[config.mk]
export PLATFORM = sky130hd
export DESIGN_NAME = disto_sched_flat
export DESIGN_NICKNAME = d
export VERILOG_FILES = /design/src/rtl/disto_sched_pkg.sv /design/src/rtl/disto_sched_if.sv /design/src/rtl/disto_sched_rr_arbiter.sv /design/src/rtl/disto_sched.sv /design/src/flat_wrapper.sv
export SDC_FILE = /design/constraint.sdc
export NUM_CORES = 1
export LEC_CHECK = 0
export CAP_MARGIN = 20
export CORE_ASPECT_RATIO = 1.4
export CORE_MARGIN = 2
export CORE_UTILIZATION = 49
export CTS_BUF_LIST = sky130_fd_sc_hd__clkbuf_8
export DETAILED_ROUTE_END_ITERATION = 10
export GPL_ROUTABILITY_DRIVEN = 0
export PLACE_DENSITY_LB_ADDON = 0.08
export SLEW_MARGIN = 30
export SYNTH_ARGS = -nofsm -noshare
export SYNTH_HDL_FRONTEND = slang
export SYNTH_SLANG_ARGS = --single-unit
[constraint.sdc]
create_clock -name clk -period 7 [get_ports clk]
set_input_delay 0.7 -clock clk [delete_from_list [all_inputs] [get_ports clk]]
set_output_delay 0.7 -clock clk [all_outputs]
set_load 0.05 [all_outputs]
[src/rtl/disto_sched_pkg.sv]
// Shared FSM encodings and constants for the distortion-engine scheduler.
// Watchdog constants exist only when DISTO_SCHED_TIMEOUT_EN is defined.
package disto_sched_pkg;

  typedef enum logic [1:0] {
    ST_IDLE   = 2'd0,
    ST_LAUNCH = 2'd1,
    ST_WAIT   = 2'd2,
    ST_RESP   = 2'd3
  } state_t;

  localparam int DISTO_SUM_W = 32;

`ifdef DISTO_SCHED_TIMEOUT_EN
  localparam int WDOG_W = 8;
  localparam logic [DISTO_SUM_W-1:0] DISTO_ERR_SUM = 32'hFFFF_FFFF;
`endif

  // Slot visited at offset off past the last grant, wrapping at n.
  function automatic int rr_slot(input int ptr, input int off, input int n);
    return (ptr + off) % n;
  endfunction

endpackage

[src/rtl/disto_sched_if.sv]
// Requester, response and engine signals shared between the scheduler (slave)
// and the requester/engine side (master).
interface disto_sched_if #(
  parameter int N_REQ = 4
) ();
  localparam int ID_W = $clog2(N_REQ);

  logic [N_REQ-1:0] req_valid;
  logic [N_REQ-1:0] req_ready;
  logic             rsp_valid;
  logic             rsp_ready;
  logic [ID_W-1:0]  rsp_id;
  logic [31:0]      rsp_sum;
  logic             rsp_err;
  logic             eng_start;
  logic [ID_W-1:0]  eng_sel;
  logic             eng_done;
  logic [31:0]      eng_sum;
  logic             spurious;

  modport master (
    output req_valid, rsp_ready, eng_done, eng_sum,
    input  req_ready, rsp_valid, rsp_id, rsp_sum, rsp_err, eng_start, eng_sel, spurious
  );

  modport slave (
    input  req_valid, rsp_ready, eng_done, eng_sum,
    output req_ready, rsp_valid, rsp_id, rsp_sum, rsp_err, eng_start, eng_sel, spurious
  );
endinterface

[src/rtl/disto_sched_rr_arbiter.sv]
// Round-robin arbiter: picks the first requester at or after ptr+1 (mod N_REQ),
// returning a one-hot grant, its encoded id and an any-request flag.
module rr_arbiter
  import disto_sched_pkg::*;
#(
  parameter int N_REQ = 4,
  parameter int ID_W  = $clog2(N_REQ)
) (
  input  logic [ID_W-1:0]  ptr,
  input  logic [N_REQ-1:0] req,
  output logic [N_REQ-1:0] grant,
  output logic [ID_W-1:0]  id,
  output logic             any
);

  logic [ID_W-1:0] slot_s;
  logic            hit_s;

  // Scan slots in priority order; the first requesting slot wins.
  always_comb begin
    grant  = '0;
    id     = '0;
    any    = 1'b0;
    slot_s = '0;
    hit_s  = 1'b0;
    for (int off = 1; off <= N_REQ; off++) begin
      slot_s        = ID_W'(rr_slot(int'(ptr), off, N_REQ));
      hit_s         = !any && req[slot_s];
      grant[slot_s] = grant[slot_s] | hit_s;
      id            = hit_s ? slot_s : id;
      any           = any | hit_s;
    end
  end

endmodule

[src/rtl/disto_sched.sv]
// Shares one weighted-distortion engine between N_REQ requesters, one job in flight.
// Optional WAIT watchdog enabled by defining DISTO_SCHED_TIMEOUT_EN.
module disto_sched
  import disto_sched_pkg::*;
#(
  parameter int N_REQ = 4
`ifdef DISTO_SCHED_TIMEOUT_EN
  , parameter int TIMEOUT_CYC = 64
`endif
) (
  input logic          clk,
  input logic          rst_n,
  disto_sched_if.slave bus
);

  localparam int ID_W = $clog2(N_REQ);

  state_t                 state_r;
  logic [ID_W-1:0]        ptr_r;
  logic [ID_W-1:0]        eng_sel_r;
  logic [ID_W-1:0]        rsp_id_r;
  logic [DISTO_SUM_W-1:0] rsp_sum_r;
  logic                   eng_start_r;
  logic                   rsp_valid_r;
  logic                   rsp_err_r;
  logic                   spurious_r;
  logic [N_REQ-1:0]       gnt_s;
  logic [N_REQ-1:0]       req_ready_s;
  logic [ID_W-1:0]        gnt_id_s;
  logic                   any_s;

`ifdef DISTO_SCHED_TIMEOUT_EN
  localparam logic [WDOG_W-1:0] WDOG_LAST = WDOG_W'(TIMEOUT_CYC - 1);
  logic [WDOG_W-1:0] wdog_r;
`endif

  rr_arbiter #(.N_REQ(N_REQ)) u_arb (
    .ptr   (ptr_r),
    .req   (bus.req_valid),
    .grant (gnt_s),
    .id    (gnt_id_s),
    .any   (any_s)
  );

  // Accept pulse is only offered while idle, so it lasts exactly the grant cycle.
  always_comb begin
    req_ready_s = '0;
    if (state_r == ST_IDLE) begin
      req_ready_s = gnt_s;
    end else begin
      req_ready_s = '0;
    end
  end

  // Scheduler FSM with registered engine and response outputs.
  always_ff @(posedge clk) begin
    if (!rst_n) begin
      state_r     <= ST_IDLE;
      ptr_r       <= ID_W'(N_REQ - 1);
      eng_sel_r   <= '0;
      eng_start_r <= 1'b0;
      rsp_valid_r <= 1'b0;
      rsp_id_r    <= '0;
      rsp_sum_r   <= '0;
      rsp_err_r   <= 1'b0;
      spurious_r  <= 1'b0;
`ifdef DISTO_SCHED_TIMEOUT_EN
      wdog_r      <= '0;
`endif
    end else begin
      eng_start_r <= 1'b0;
      // A done pulse the FSM is not waiting for is flagged and otherwise dropped.
      if (bus.eng_done && (state_r != ST_WAIT)) begin
        spurious_r <= 1'b1;
      end else begin
        spurious_r <= spurious_r;
      end
      case (state_r)
        ST_IDLE: begin
          if (any_s) begin
            eng_sel_r   <= gnt_id_s;
            ptr_r       <= gnt_id_s;
            eng_start_r <= 1'b1;
            state_r     <= ST_LAUNCH;
          end else begin
            state_r <= ST_IDLE;
          end
        end
        ST_LAUNCH: begin
`ifdef DISTO_SCHED_TIMEOUT_EN
          wdog_r  <= '0;
`endif
          state_r <= ST_WAIT;
        end
        ST_WAIT: begin
          if (bus.eng_done) begin
            rsp_sum_r   <= bus.eng_sum;
            rsp_id_r    <= eng_sel_r;
            rsp_err_r   <= 1'b0;
            rsp_valid_r <= 1'b1;
            state_r     <= ST_RESP;
          end
`ifdef DISTO_SCHED_TIMEOUT_EN
          else if (wdog_r == WDOG_LAST) begin
            rsp_sum_r   <= DISTO_ERR_SUM;
            rsp_id_r    <= eng_sel_r;
            rsp_err_r   <= 1'b1;
            rsp_valid_r <= 1'b1;
            state_r     <= ST_RESP;
          end else begin
            wdog_r <= wdog_r + WDOG_W'(1);
          end
`else
          else begin
            state_r <= ST_WAIT;
          end
`endif
        end
        ST_RESP: begin
          if (bus.rsp_ready) begin
            rsp_valid_r <= 1'b0;
            state_r     <= ST_IDLE;
          end else begin
            state_r <= ST_RESP;
          end
        end
        default: begin
          state_r <= ST_IDLE;
        end
      endcase
    end
  end

  assign bus.req_ready = req_ready_s;
  assign bus.eng_start = eng_start_r;
  assign bus.eng_sel   = eng_sel_r;
  assign bus.rsp_valid = rsp_valid_r;
  assign bus.rsp_id    = rsp_id_r;
  assign bus.rsp_sum   = rsp_sum_r;
  assign bus.rsp_err   = rsp_err_r;
  assign bus.spurious  = spurious_r;

endmodule

[src/flat_wrapper.sv]
// flat-port wrapper written by rule: the top's interface ports become plain ports
module disto_sched_flat import disto_sched_pkg::*;
#(
  parameter int N_REQ = 4

)
  (clk, rst_n, bus_req_valid, bus_rsp_ready, bus_eng_done, bus_eng_sum, bus_req_ready, bus_rsp_valid, bus_rsp_id, bus_rsp_sum, bus_rsp_err, bus_eng_start, bus_eng_sel, bus_spurious);
  disto_sched_if #(.N_REQ(N_REQ)) bus_i ();
  input logic clk;
  input logic rst_n;
  input wire logic [$bits(bus_i.req_valid)-1:0] bus_req_valid;
  input wire logic [$bits(bus_i.rsp_ready)-1:0] bus_rsp_ready;
  input wire logic [$bits(bus_i.eng_done)-1:0] bus_eng_done;
  input wire logic [$bits(bus_i.eng_sum)-1:0] bus_eng_sum;
  output wire logic [$bits(bus_i.req_ready)-1:0] bus_req_ready;
  output wire logic [$bits(bus_i.rsp_valid)-1:0] bus_rsp_valid;
  output wire logic [$bits(bus_i.rsp_id)-1:0] bus_rsp_id;
  output wire logic [$bits(bus_i.rsp_sum)-1:0] bus_rsp_sum;
  output wire logic [$bits(bus_i.rsp_err)-1:0] bus_rsp_err;
  output wire logic [$bits(bus_i.eng_start)-1:0] bus_eng_start;
  output wire logic [$bits(bus_i.eng_sel)-1:0] bus_eng_sel;
  output wire logic [$bits(bus_i.spurious)-1:0] bus_spurious;
  assign bus_i.req_valid = bus_req_valid;
  assign bus_i.rsp_ready = bus_rsp_ready;
  assign bus_i.eng_done = bus_eng_done;
  assign bus_i.eng_sum = bus_eng_sum;
  assign bus_req_ready = bus_i.req_ready;
  assign bus_rsp_valid = bus_i.rsp_valid;
  assign bus_rsp_id = bus_i.rsp_id;
  assign bus_rsp_sum = bus_i.rsp_sum;
  assign bus_rsp_err = bus_i.rsp_err;
  assign bus_eng_start = bus_i.eng_start;
  assign bus_eng_sel = bus_i.eng_sel;
  assign bus_spurious = bus_i.spurious;
  disto_sched #(.N_REQ(N_REQ)) u_core (.clk(clk), .rst_n(rst_n), .bus(bus_i));
endmodule
==> flow_summary.ini <==
[synth]
seq_area_frac_synth_pct = 38.22
syn_inst = 281
yosys-top-cells-area = dfxtp_1, nand2_1, a21boi_0, mux4_2, a21oi_1
synthFlopType = dfxtp_1
synth_nets = 325
syn-cell-area_um2 = 2252
synth_most_common_cell = nand2_1
synth_top_cell_by_area = dfxtp_1
synth-edff-count = 0
async_flop_share_pct = 0
synth_cell_types = 41
synth-seq-cells = 43
synth_warnings = 0
avgSynthCellArea_um2 = 8.015
synthTopCellsByCount = nand2_1, dfxtp_1, a21boi_0
synth_top_cell_area_share_pct = 38.22

[finish]
final_nets = 395
fin_util_pct = 71.12
n_antenna_cell = 0
finalNonFillerCells = 413
fillers = 383
area_growth_pct = 40.94
drive_above_1_share_pct = 5.983

[clock_network]
clkLatencyLatePin_ps = 290
path_clk_slew_ps = 80
postCtsHoldBufs = 0
cts_resized = 0
clockBufferDepth = 2
numCtsBuffers = 5
numClockSinks = 43
postCtsSetupBuffers = 0
h-tree-depth = 2
root_buffer = clkbuf_8
cts_tree = yes

[worst_setup_path]
crit_type = register to primary output
r2r_start = u_core.ptr_r[0]$_SDFFE_PN1P_
end_kind = primary output
cp_max_fo = 22
r2r_slack_ps = 3590
startpoint_type = register
required_ps = 6300
reg2reg_to = u_core.ptr_r[0]$_SDFFE_PN1P_
reg2regPathDepth = 8
arrival_ps = 4750

[die]
start_util_pct = 50.46
die-area_um2 = 5162
die_w_um = 61.30
rows = 29
die_y_um = 84.22
pin_count = 84
design.core.area_um2 = 4463

[sta]
min_period_ps = 5451
relSlewSlack_pct = 41.04
drv_slew = 0
finalClockSkew_ps = 8.635
worstMarginPinSlew_ps = 883.2
finalSetupTns_ps = 0
fmax_ghz = 0.1834
timing.final.crit_share_pct = 77.88
setup_viol = 0
rsz0062_at_grt = no
hold_viol = 0

[grt]
grt_max_degree = 44
grt_pass1_vias = 2038
antenna_found_initial = 0
grt_pass1_wl_mm = 8.845
grtUsageTotal_pct = 22.05
overflow = 0

[worst_hold_path]
hp-class = register to register
worst_hold_path.endpoint = u_core.bus.rsp_sum[3]$_SDFFE_PN0P_
holdPathStages = 2
hold_start = u_core.bus.rsp_sum[3]$_SDFFE_PN0P_

[run]
drv_cap = 0

[routing]
first_pass_iters = 4
vias_per_cell = 5.160
drc_errors = 0
drtIter0Drc = 88
wire_per_inst_um = 13.12
ant_nets = 0
vias = 2131
routed_wl_mm = 5.419

[power]
p_total_mw = 1.232
ir_drop_mv = 0.2185
leakage_nw = 1.156
power.density_nw_per_um2 = 388.0

[run_status]
outcome = completed

[placement]
post-place-cells = 406
io_buffers = 82
dp_hpwl_mm = 3.880
power breakdown:
group          internal [mW]  total [mW]  switching (mW)
clock network          0.103       0.182          0.0789
logic                  0.290       0.724           0.434
registers              0.276       0.326          0.0494
per-stage QoR:
stage | worst slack, ps | instance area [um^2] | hold slack, ps
2_1_floorplan | 3077 | 2252 | 601.7
3_3_place_gp | 2030 | 3072 | 448.8
3_5_place_dp | 1936 | 3072 | 455.6
4_1_cts | 1617 | 3174 | 465.6
5_1_grt | 1325 | 3174 | 487.5
6_report | 1549 | 3174 | 461.7
sequential cells by signal, indices dropped and copies added, names as in the netlist:
register / cells
u_core.state_r: 2
u_core.bus.rsp_valid: 1
u_core.bus.spurious: 1
u_core.bus.eng_start: 1
u_core.bus.rsp_sum: 32
u_core.bus.eng_sel: 2
u_core.bus.rsp_id: 2
u_core.ptr_r: 2
worst max-delay path: stages (launching register included):
cell             delay [ps]
dfxtp_1                 910
inv_1                   340
ha_1                    480
mux4_2                  440
mux2_4                  380
a21oi_1                 320
nor3_1                   90
or4_4                   420
a32oi_2                 260
o22ai_1                 110
clkdlybuf4s50_1         710
final cells by class:
type | instances | area (um^2) | share of cell area (%)
Timing Repair Buffer | 84 | 835.8 | 26.33
Multi-Input combinational cell | 212 | 1279 | 40.28
Sequential cell | 43 | 860.8 | 27.12
Clock buffer | 5 | 68.82 | 2.168
Tap cell | 62 | 77.57 | 2.444
Inverter | 5 | 18.77 | 0.5913
Clock inverter | 2 | 33.78 | 1.064
logic make-up (layout without fill, tap and decap cells):
logic type                 Yosys count  after routing  share of synthesized area, %
other                                1              1                        0.1665
and+or+nand+nor                    121            121                         23.22
adders and majority gates            4              4                         2.222
buffers and inverters               26             96                         5.111
AOI/OAI and AO/OA                   75             75                         23.67
muxes                               11             11                         7.389
DFF                                 43             43                         38.22
cells in the final DEF, fill, tap and decap left out, types with 4 or more instances in the layout:
cell type,netlist,layout
dfxtp_1,43,43
nor2_1,14,13
a21oi_1,15,15
ha_1,4,4
mux4_2,4,4
o21ai_0,6,6
clkdlybuf4s50_1,0,82
nor2b_1,6,6
clkbuf_8,0,5
a21boi_0,37,37
mux2i_1,5,5
nand2_1,82,82
nor3_1,4,4
inv_1,5,6
o22ai_1,4,4
per-layer routing:
layer  GRT usage (%)  up-vias  wire (um)
met3           8.166        8        356
met1           24.08      982       2142
met4           6.917        0         93
met2           38.10       52       2826
met5               0        -          0
li1                -     1089          -
how the worst max path moves through the flow:
stage	start	end	slack [ps]	depth (start not counted)
after floorplan	u_core.ptr_r[1]$_SDFFE_PN1P_	bus_req_ready[0]	3080	10
after global placement	u_core.ptr_r[0]$_SDFFE_PN1P_	bus_req_ready[1]	2030	10
after detailed placement	u_core.ptr_r[0]$_SDFFE_PN1P_	bus_req_ready[1]	1940	10
after CTS	u_core.ptr_r[0]$_SDFFE_PN1P_	bus_req_ready[1]	1620	10
after global routing	u_core.ptr_r[0]$_SDFFE_PN1P_	bus_req_ready[2]	1330	10
final	u_core.ptr_r[0]$_SDFFE_PN1P_	bus_req_ready[3]	1550	10
(Power assumes the default switching activity.)
